## src/rtl/instr_encoder.sv

```systemverilog
// Packs decoded MIPS-subset instruction fields into 32-bit words and streams them
// into consecutive instruction-memory addresses, flagging the first illegal bundle.
module instr_encoder #(
  parameter int ADDR_W = 8
) (
  input  logic              clk,
  input  logic              reset,
  input  logic              clear,
  input  logic              in_valid,
  output logic              in_ready,
  input  logic [4:0]        in_op,
  input  logic [4:0]        in_rs,
  input  logic [4:0]        in_rt,
  input  logic [4:0]        in_rd,
  input  logic [31:0]       in_imm,
  input  logic              in_last,
  output logic              imem_we,
  output logic [ADDR_W-1:0] imem_addr,
  output logic [31:0]       imem_wdata,
  output logic [ADDR_W:0]   count,
  output logic              full,
  output logic              done,
  output logic              err,
  output logic [1:0]        err_code
);

  typedef enum logic [1:0] {IDLE, WRITE, DONE} state_t;

  localparam logic [ADDR_W:0] FULL_COUNT = {1'b1, {ADDR_W{1'b0}}};

  state_t            state_q, state_d;
  logic [ADDR_W:0]   count_q, count_d;
  logic [ADDR_W-1:0] addr_q, addr_d;
  logic [31:0]       wdata_q, wdata_d;
  logic              last_q, last_d;
  logic              err_q, err_d;
  logic [1:0]        code_q, code_d;

  logic [31:0] word;
  logic        op_illegal;
  logic        range_bad;
  logic        accept;

  // Field packing and range check for the bundle currently on the inputs
  always_comb begin
    word       = '0;
    op_illegal = 1'b0;
    range_bad  = 1'b0;
    case (in_op)
      5'd0: word = {in_op, in_rs, in_rt, in_rd, 12'd0};
      5'd2, 5'd3: begin
        word      = {in_op, in_imm[26:0]};
        range_bad = |in_imm[31:27];
      end
      5'd1, 5'd10, 5'd11: begin
        word      = {in_op, in_rs, in_rt, 1'b0, in_imm[15:0]};
        range_bad = |in_imm[31:16];
      end
      5'd4, 5'd5, 5'd6, 5'd7, 5'd8, 5'd9: begin
        word      = {in_op, in_rs, in_rt, 1'b0, in_imm[15:0]};
        range_bad = !((&in_imm[31:15]) || !(|in_imm[31:15]));
      end
      default: op_illegal = 1'b1;
    endcase
  end

  assign full     = (count_q == FULL_COUNT);
  assign in_ready = (state_q == IDLE) && !full;
  assign accept   = in_valid && in_ready;

  // Next-state logic; clear wins over everything except reset
  always_comb begin
    state_d = state_q;
    count_d = count_q;
    addr_d  = addr_q;
    wdata_d = wdata_q;
    last_d  = last_q;
    err_d   = err_q;
    code_d  = code_q;
    case (state_q)
      IDLE: begin
        if (accept) begin
          if (op_illegal || range_bad) begin
            if (!err_q) begin
              err_d  = 1'b1;
              code_d = op_illegal ? 2'b01 : 2'b10;
            end
            if (in_last) state_d = DONE;
          end else begin
            state_d = WRITE;
            addr_d  = count_q[ADDR_W-1:0];
            wdata_d = word;
            last_d  = in_last;
          end
        end
      end
      WRITE: begin
        count_d = count_q + 1'b1;
        state_d = last_q ? DONE : IDLE;
      end
      DONE:    state_d = DONE;
      default: state_d = IDLE;
    endcase
    if (clear) begin
      state_d = IDLE;
      count_d = '0;
      err_d   = 1'b0;
      code_d  = 2'b00;
    end
  end

  always_ff @(posedge clk) begin
    if (reset) begin
      state_q <= IDLE;
      count_q <= '0;
      addr_q  <= '0;
      wdata_q <= '0;
      last_q  <= 1'b0;
      err_q   <= 1'b0;
      code_q  <= 2'b00;
    end else begin
      state_q <= state_d;
      count_q <= count_d;
      addr_q  <= addr_d;
      wdata_q <= wdata_d;
      last_q  <= last_d;
      err_q   <= err_d;
      code_q  <= code_d;
    end
  end

  assign imem_we    = (state_q == WRITE);
  assign imem_addr  = addr_q;
  assign imem_wdata = wdata_q;
  assign count      = count_q;
  assign done       = (state_q == DONE);
  assign err        = err_q;
  assign err_code   = code_q;

endmodule

```

## config.mk

```make
export PLATFORM = sky130hd
export DESIGN_NAME = instr_encoder
export DESIGN_NICKNAME = d
export VERILOG_FILES = /design/src/rtl/instr_encoder.sv
export SDC_FILE = /design/constraint.sdc
export NUM_CORES = 1
export LEC_CHECK = 0
export ABC_CLOCK_PERIOD_IN_PS = 2200
export BUFFER_PORTS_ARGS = -buffer_cell sky130_fd_sc_hd__clkbuf_2
export CAP_MARGIN = 5
export CORE_UTILIZATION = 46
export CTS_CLUSTER_DIAMETER = 60
export CTS_CLUSTER_SIZE = 20
export DETAILED_ROUTE_END_ITERATION = 7
export GPL_TIMING_DRIVEN = 0
export MAX_ROUTING_LAYER = met4
export PLACE_DENSITY = 0.83
export SLEW_MARGIN = 5
export SYNTH_ARGS = -nofsm -noshare
export SYNTH_HDL_FRONTEND = slang
export SYNTH_SLANG_ARGS = --single-unit
```

## constraint.sdc

```tcl
create_clock -name clk -period 2.2 [get_ports clk]
set_clock_uncertainty 0.05 [all_clocks]
set_input_delay 0.44 -clock clk [delete_from_list [all_inputs] [get_ports clk]]
set_output_delay 0.44 -clock clk [all_outputs]
set_load 0.03 [all_outputs]
```

Word-level counts from Yosys, hierarchy flattened

Cells that the tools add are included.

Reduce and logical (&&, ||, !) cells: 23
Mux-type cells: 9
Bitwise operators: 2
Add/sub/neg operators: 1
Equal/unequal tests: 16

Operators with widths:

| cell                                          | number |
|---|---|
| one-hot mux 32 bit (3 select lines)           | 1 |
| == test 5 x 3 -> 1 bit, second input constant | 4 |
| == test 5 x 4 -> 1 bit, second input constant | 4 |
| AND reduction 17 bit                          | 1 |
| OR reduction 17 bit                           | 1 |
| OR reduction 16 bit                           | 1 |
| OR reduction 12 bit                           | 1 |
| == test 5 x 2 -> 1 bit, second input constant | 2 |
| two-way mux 2 bit                             | 5 |
| adder 9 x 1 -> 9 bit, second input constant   | 1 |
| == test 9 bit, second input constant          | 1 |
| OR reduction 9 bit                            | 1 |
| one-hot mux 2 bit (3 select lines)            | 1 |
| AND reduction 3 bit                           | 2 |
| OR reduction 6 bit                            | 1 |
| == test 5 x 1 -> 1 bit, second input constant | 1 |
| logical NOT 5 bit                             | 1 |
| OR reduction 5 bit                            | 1 |
| AND reduction 4 bit                           | 1 |
| OR reduction 2 bit                            | 2 |
| logical NOT 1 bit                             | 3 |
| inequality test 3 bit, second input constant  | 1 |
| one-hot mux 1 bit (3 select lines)            | 1 |
| OR reduction 3 bit                            | 1 |
| 9 further kinds                               | 12 |

Word-level logic and storage cells: 58
Input port bits: 57
Output and inout port bits: 56
Register bits: 55

Longest topological paths before layout

Word-level depth: 9
Mapped depth: 10
Gate-level depth less buffers: 8

Least setup slack after synthesis

Ideal clock, no wire load.

Kind: register to register
Start: reg count_q[0], in the netlist count[0]
End: reg code_q[0], in the netlist err_code[0]
Cell stages (with the launch flop): 9
Data arrival time: 2.318 ns
Required time: 2.028 ns
Setup slack: -0.291 ns
Path buffers: 0
Setup time: 0.122 ns
Period minus slack after synthesis: 2.491 ns
Path through: dfxtp_1 -> inv_1 -> ha_1 -> nand2_1 -> nor4_4 -> nor3_2 -> nand2_2 -> or4_1 -> nor3b_1

Word-level cells in the longest chain between the ends: 5

RTL lines:

| what                          | RTL line | RTL |
|---|---|---|
| start, declared               | 32       | `logic [ADDR_W:0] count_q, count_d;` |
| start signal, assigned        | 123      | `count_q <= count_d;` |
| == test 9 bit                 | 67       | `assign full = (count_q == FULL_COUNT);` |
| via full                      | 21       | `output logic full,` |
| logical NOT 1 bit             | 68       | `assign in_ready = (state_q == IDLE) && !full;` |
| logical AND 1 bit             | 68       |  |
| via in_ready                  | 10       | `output logic in_ready,` |
| logical AND 1 bit             | 69       | `assign accept = in_valid && in_ready;` |
| AND reduction 4 bit (no line) | -        |  |
| end signal, assigned          | 128      | `code_q <= code_d;` |
| end, declared                 | 37       | `logic [1:0] code_q, code_d;` |

The timed path passes the listed nets, and every way through them passes these cells.
A chain may end at the register's enable or synchronous reset.

Final worst setup path

Start: reg count_q[6], in the netlist count[6]
End: out in_ready

Word-level cells in the longest chain between the ends: 3

RTL lines:

| what              | RTL line |
|---|---|
| == test 9 bit     | 67 |
| logical NOT 1 bit | 68 |
| logical AND 1 bit | 68 |
| end, declared     | 10 |

No other way between the ends.

==> flow_summary.html <==
<table>
<tr><th>Metric</th><th>Value</th></tr>
<tr><th colspan="2">Yosys</th></tr>
<tr><td>Syn Inst Count</td><td>297</td></tr>
<tr><td>Syn_nets</td><td>roughly 360</td></tr>
<tr><td>Post-synthesis sequential element count</td><td>55</td></tr>
<tr><td>Most area-consuming cells after synthesis</td><td>sky130_fd_sc_hd__dfxtp_1 41%, sky130_fd_sc_hd__a21oi_1 7.3%, sky130_fd_sc_hd__nand4_1 4.9%</td></tr>
<tr><td>Distinct cell type count of the synthesized netlist</td><td>46</td></tr>
<tr><td>Dominant synthesized flop cell</td><td>sky130_fd_sc_hd__dfxtp_1</td></tr>
<tr><td>Yosys Warn Count</td><td>0</td></tr>
<tr><td>Ys async rst share</td><td>0%</td></tr>
<tr><td>Post-synthesis area per instance</td><td>8.99 um2</td></tr>
<tr><td>Library cell with the largest summed area after synthesis</td><td>sky130_fd_sc_hd__dfxtp_1</td></tr>
<tr><td>Share of Yosys cell area claimed by the top area cell type</td><td>41.2%</td></tr>
<tr><td>Synth Cell Area</td><td>about 0.0027 mm2</td></tr>
<tr><td>Post-synthesis sequential area ratio</td><td>41.2%</td></tr>
<tr><td>Number of enable-type register cells in the synthesized netlist</td><td>0</td></tr>
<tr><th colspan="2">Route</th></tr>
<tr><td>Total iterations of the first detailed-routing run</td><td>4</td></tr>
<tr><td>Number of vias per cell</td><td>5.82</td></tr>
<tr><td>Post-detailed-route DRC marker count</td><td>0</td></tr>
<tr><td>DRT Wirelength</td><td>7.81 mm</td></tr>
<tr><td>Average detailed-routed wire length per instance</td><td>16.1 um</td></tr>
<tr><td>Number of vias in the routed layout</td><td>~2800</td></tr>
<tr><td>Residual antenna-violating net count after detailed routing</td><td>0</td></tr>
<tr><td>First DRT Iteration DRCs</td><td>233</td></tr>
<tr><th colspan="2">Clocking</th></tr>
<tr><td>Buffers from clock root to sink, at most</td><td>2</td></tr>
<tr><td>Sink Count</td><td>55</td></tr>
<tr><td>Clock transition at the registers of the reported paths</td><td>100 ps</td></tr>
<tr><td>Maximum level of the CTS H-tree</td><td>2</td></tr>
<tr><td>CTS Buf Count</td><td>5</td></tr>
<tr><td>Clock latency at the later pin of the worst-skew pair</td><td>310 ps</td></tr>
<tr><td>Clock root buffer</td><td>sky130_fd_sc_hd__clkbuf_8</td></tr>
<tr><td>Clock tree from TritonCTS</td><td>yes</td></tr>
<tr><th colspan="2">GRT</th></tr>
<tr><td>Number of global-route vias before repair</td><td>2576</td></tr>
<tr><td>Antenna violations before repair</td><td>0</td></tr>
<tr><td>Total routing resource utilization after global routing</td><td>26.4%</td></tr>
<tr><td>Maximum number of pins on one net before global-route repair</td><td>18</td></tr>
<tr><td>First-pass GRT wire length</td><td>12.5 mm</td></tr>
<tr><td>GR Overflow Total</td><td>0</td></tr>
<tr><th colspan="2">STA</th></tr>
<tr><td>Transition time at the pin with the least slew margin</td><td>871 ps</td></tr>
<tr><td>Highest Clock Rate</td><td>between 400 and 500 MHz</td></tr>
<tr><td>Setup repair after global routing missed its margin</td><td>true</td></tr>
<tr><td>Number of endpoints with negative hold slack in the final report</td><td>0</td></tr>
<tr><td>Final setup violating endpoints</td><td>0</td></tr>
<tr><td>Hold Slack</td><td>~310 ps</td></tr>
<tr><td>Max_slew headroom</td><td>42.0%</td></tr>
<tr><td>Post-layout min period</td><td>approximately 2200 ps</td></tr>
<tr><td>Count of final max-slew check failures</td><td>0</td></tr>
<tr><td>Final cycle utilization of the critical path</td><td>99.5%</td></tr>
<tr><th colspan="2">Finish</th></tr>
<tr><td>Commonest non-fill, non-tap cell in the layout</td><td>sky130_fd_sc_hd__clkbuf_2</td></tr>
<tr><td>Area grow syn2layout</td><td>29.8%</td></tr>
<tr><td>Number of fill cells in the layout</td><td>509</td></tr>
<tr><td>Number of antenna repair diodes</td><td>0</td></tr>
<tr><td>Most frequent cells in the layout</td><td>106 x sky130_fd_sc_hd__clkbuf_2, 50 x sky130_fd_sc_hd__dfxtp_1, 39 x sky130_fd_sc_hd__a21oi_1, 21 x sky130_fd_sc_hd__nand4_1, 17 x sky130_fd_sc_hd__o21ai_1</td></tr>
<tr><td>Utilization of the core after routing</td><td>a little over three fifths</td></tr>
<tr><td>Final layout net count</td><td>472</td></tr>
<tr><td>Sequential Area</td><td>about 0.0011 mm2</td></tr>
<tr><td>Area of the multi-input gates</td><td>0.00139 mm2</td></tr>
<tr><td>Fraction of final layout cells sized beyond drive strength 1</td><td>41.8%</td></tr>
<tr><td>Post-route design area</td><td>between 0.003 and 0.004 mm2</td></tr>
<tr><th colspan="2">Outcome</th></tr>
<tr><td>Status</td><td>complete, no violations</td></tr>
<tr><th colspan="2">Run</th></tr>
<tr><td>Max-capacitance violation count</td><td>0</td></tr>
<tr><th colspan="2">Setup path</th></tr>
<tr><td>Crit path buf inv count</td><td>1</td></tr>
<tr><td>Series of cell instances along the critical path</td><td>or4_4, nor4_4, nor3_4, clkbuf_8</td></tr>
<tr><td>Path type of the worst setup path</td><td>flip-flop to primary output</td></tr>
<tr><td>Critical Path Sink Type</td><td>primary output</td></tr>
<tr><td>Maximum fanout encountered on the critical timing path</td><td>3</td></tr>
<tr><td>Cell with the largest stage delay on the worst path</td><td>sky130_fd_sc_hd__or4_4</td></tr>
<tr><td>Crit path launch type</td><td>flip-flop</td></tr>
<tr><td>Data arrival, critical path</td><td>1700 ps</td></tr>
<tr><td>FF-to-FF path depth</td><td>8</td></tr>
<tr><td>Worst path max stage delay</td><td>about 540 ps</td></tr>
<tr><td>Required arrival time at the worst endpoint</td><td>1710 ps</td></tr>
<tr><td>Number of logic stages on the critical path including buffering</td><td>4</td></tr>
<tr><td>Crit path max-delay family</td><td>simple AND/OR/NAND/NOR gates</td></tr>
<tr><th colspan="2">Place</th></tr>
<tr><td>DP Wirelength</td><td>5.73 mm</td></tr>
<tr><td>Input/output buffers</td><td>roughly 110</td></tr>
<tr><td>Placer's final routability congestion estimate</td><td>between 0.8 and 0.9</td></tr>
<tr><td>Placement-stage cell area</td><td>roughly 0.0033 mm2</td></tr>
<tr><th colspan="2">Pwr</th></tr>
<tr><td>Max VDD drop</td><td>288 uV</td></tr>
<tr><td>Leakage power of the design</td><td>1.39 nW</td></tr>
<tr><td>Internal Dissipation</td><td>~1.4 mW</td></tr>
<tr><td>Proportion of power drawn by the clock network</td><td>a little under a third</td></tr>
<tr><td>Proportion of power drawn by flip-flops and latches</td><td>51.8%</td></tr>
<tr><td>Fraction of power spent switching nets</td><td>29.3%</td></tr>
<tr><td>Switching power</td><td>0.582 mW</td></tr>
<tr><td>Combinational Power Share</td><td>about 18%</td></tr>
<tr><td>Cell area power density</td><td>roughly 570 mW/mm2</td></tr>
<tr><th colspan="2">Die</th></tr>
<tr><td>Die Width</td><td>78.2 um</td></tr>
<tr><td>Overall die area</td><td>0.00611 mm2</td></tr>
<tr><td>Number of primary I/O pins</td><td>113</td></tr>
<tr><td>Initial cell density of the core</td><td>approximately 48%</td></tr>
<tr><td>Overall die height</td><td>78.2 um</td></tr>
<tr><td>Placement row count</td><td>27</td></tr>
<tr><td>Area of the placeable core</td><td>between 0.005 and 0.006 mm2</td></tr>
<tr><th colspan="2">Worst hold path</th></tr>
<tr><td>Kind of path behind the tightest hold check</td><td>primary input to flip-flop</td></tr>
<tr><td>Hold depth</td><td>3</td></tr>
</table>
==> state kept, by name, indices dropped and copies added (netlist names) <==
name        count
imem_wdata     32
err_code        2
count           9
err             1
state_q         2
last_q          1
imem_addr       8
==> final timing paths <==
| kind | slack [ps] | end | startpoint |
|---|---|---|---|
| setup / recovery | 10 | in_ready | count[6] |
| setup reg to reg | 130 | imem_wdata[13] | count[6] |
| hold reg to reg | 430 | imem_addr[7] | imem_addr[7] |
| hold / removal | 310 | imem_wdata[11] | in_imm[11] |
==> kinds of logic after synthesis <==
| kind of cell | after synthesis | synth area share [%] |
|---|---|---|
| fa+ha+maj | 2 | 0.937 |
| flops | 55 | 41.2 |
| xor+xnor | 6 | 1.97 |
| buf+inv | 34 | 7.73 |
| simple gates | 84 | 18.4 |
| compound gates | 116 | 29.7 |
==> power by group through the flow <==
| stage | Combinational [mW] | Sequential [mW] | Clock [mW] |
|---|---|---|---|
| 6_report | 0.361 | 1.03 | 0.596 |
| 5_1_grt | 0.390 | 1.03 | 0.646 |
| 4_1_cts | 0.357 | 1.03 | 0.603 |
| 3_5_place_dp | 0.353 | 1.05 | 0 |
| 3_3_place_gp | 0.347 | 1.05 | 0 |
| 2_1_floorplan | 0.191 | 1.09 | 0 |
==> stage by stage <==
stage / cells / worst slack [ps] / total power, mW / setup TNS, ps
after floorplan: 297 / -212 / 1.28 / -8150
after global placement: 476 / -353 / 1.40 / -10630
after detailed placement: 476 / -334 / 1.41 / -10110
after CTS: 486 / -7.05 / 1.99 / -7.05
after global routing: 486 / -60.0 / 2.07 / -108
final: 486 / 11.2 / 1.99 / 0
==> synth_stat cells, types with 5 or more instances <==
library cell and n:
sky130_fd_sc_hd__nor2_1 15, sky130_fd_sc_hd__nand3_1 10, sky130_fd_sc_hd__a21oi_2 9, sky130_fd_sc_hd__a211oi_2 9, sky130_fd_sc_hd__xor2_1 5, sky130_fd_sc_hd__a22oi_1 15
sky130_fd_sc_hd__o21ai_1 17, sky130_fd_sc_hd__clkbuf_1 10, sky130_fd_sc_hd__a21oi_1 39, sky130_fd_sc_hd__nand4_1 21, sky130_fd_sc_hd__dfxtp_1 55, sky130_fd_sc_hd__buf_6 7
sky130_fd_sc_hd__buf_2 8, sky130_fd_sc_hd__nand2_1 9, sky130_fd_sc_hd__a211oi_1 6, sky130_fd_sc_hd__o21ai_0 10
==> worst reg2reg max path, stage by stage (launching register included) <==
cell                       delay (ps)
sky130_fd_sc_hd__dfxtp_4          360
sky130_fd_sc_hd__or4_4            540
sky130_fd_sc_hd__nor4_4           250
sky130_fd_sc_hd__nor3_4            70
sky130_fd_sc_hd__and2_1           150
sky130_fd_sc_hd__buf_6            130
sky130_fd_sc_hd__buf_6            150
sky130_fd_sc_hd__a21oi_1          160
sky130_fd_sc_hd__a211oi_1          70
==> metal layers <==
layer,GRT usage [%],up-vias,wire length (um)
li1,-,1345,-
met3,4.77,12,495
met4,8.89,0,131
met2,41.8,117,3840
met1,34.2,1354,3350
met5,-,-,0
==> area by class of cell <==
class	instances	share of cell area (%)
inverters	4	0.433
repair buffers	109	16.4
multi-input cells	208	40.0
plain buffers	30	5.63
clock inverters	2	0.469
flip-flops and latches	55	32.1
clock buffers	6	2.38
well taps	72	2.60
==> repair_timing <==
| item | CTS | global route |
|---|---|---|
| setup endpoints to repair | 10 | 41 |
| hold buffers | 0 | 0 |
| pin swaps | 2 | 0 |
| buffers inserted | 2 | 0 |
| gates resized for setup | 6 | 1 |
Note: power is estimated with default switching activity, not from simulation.
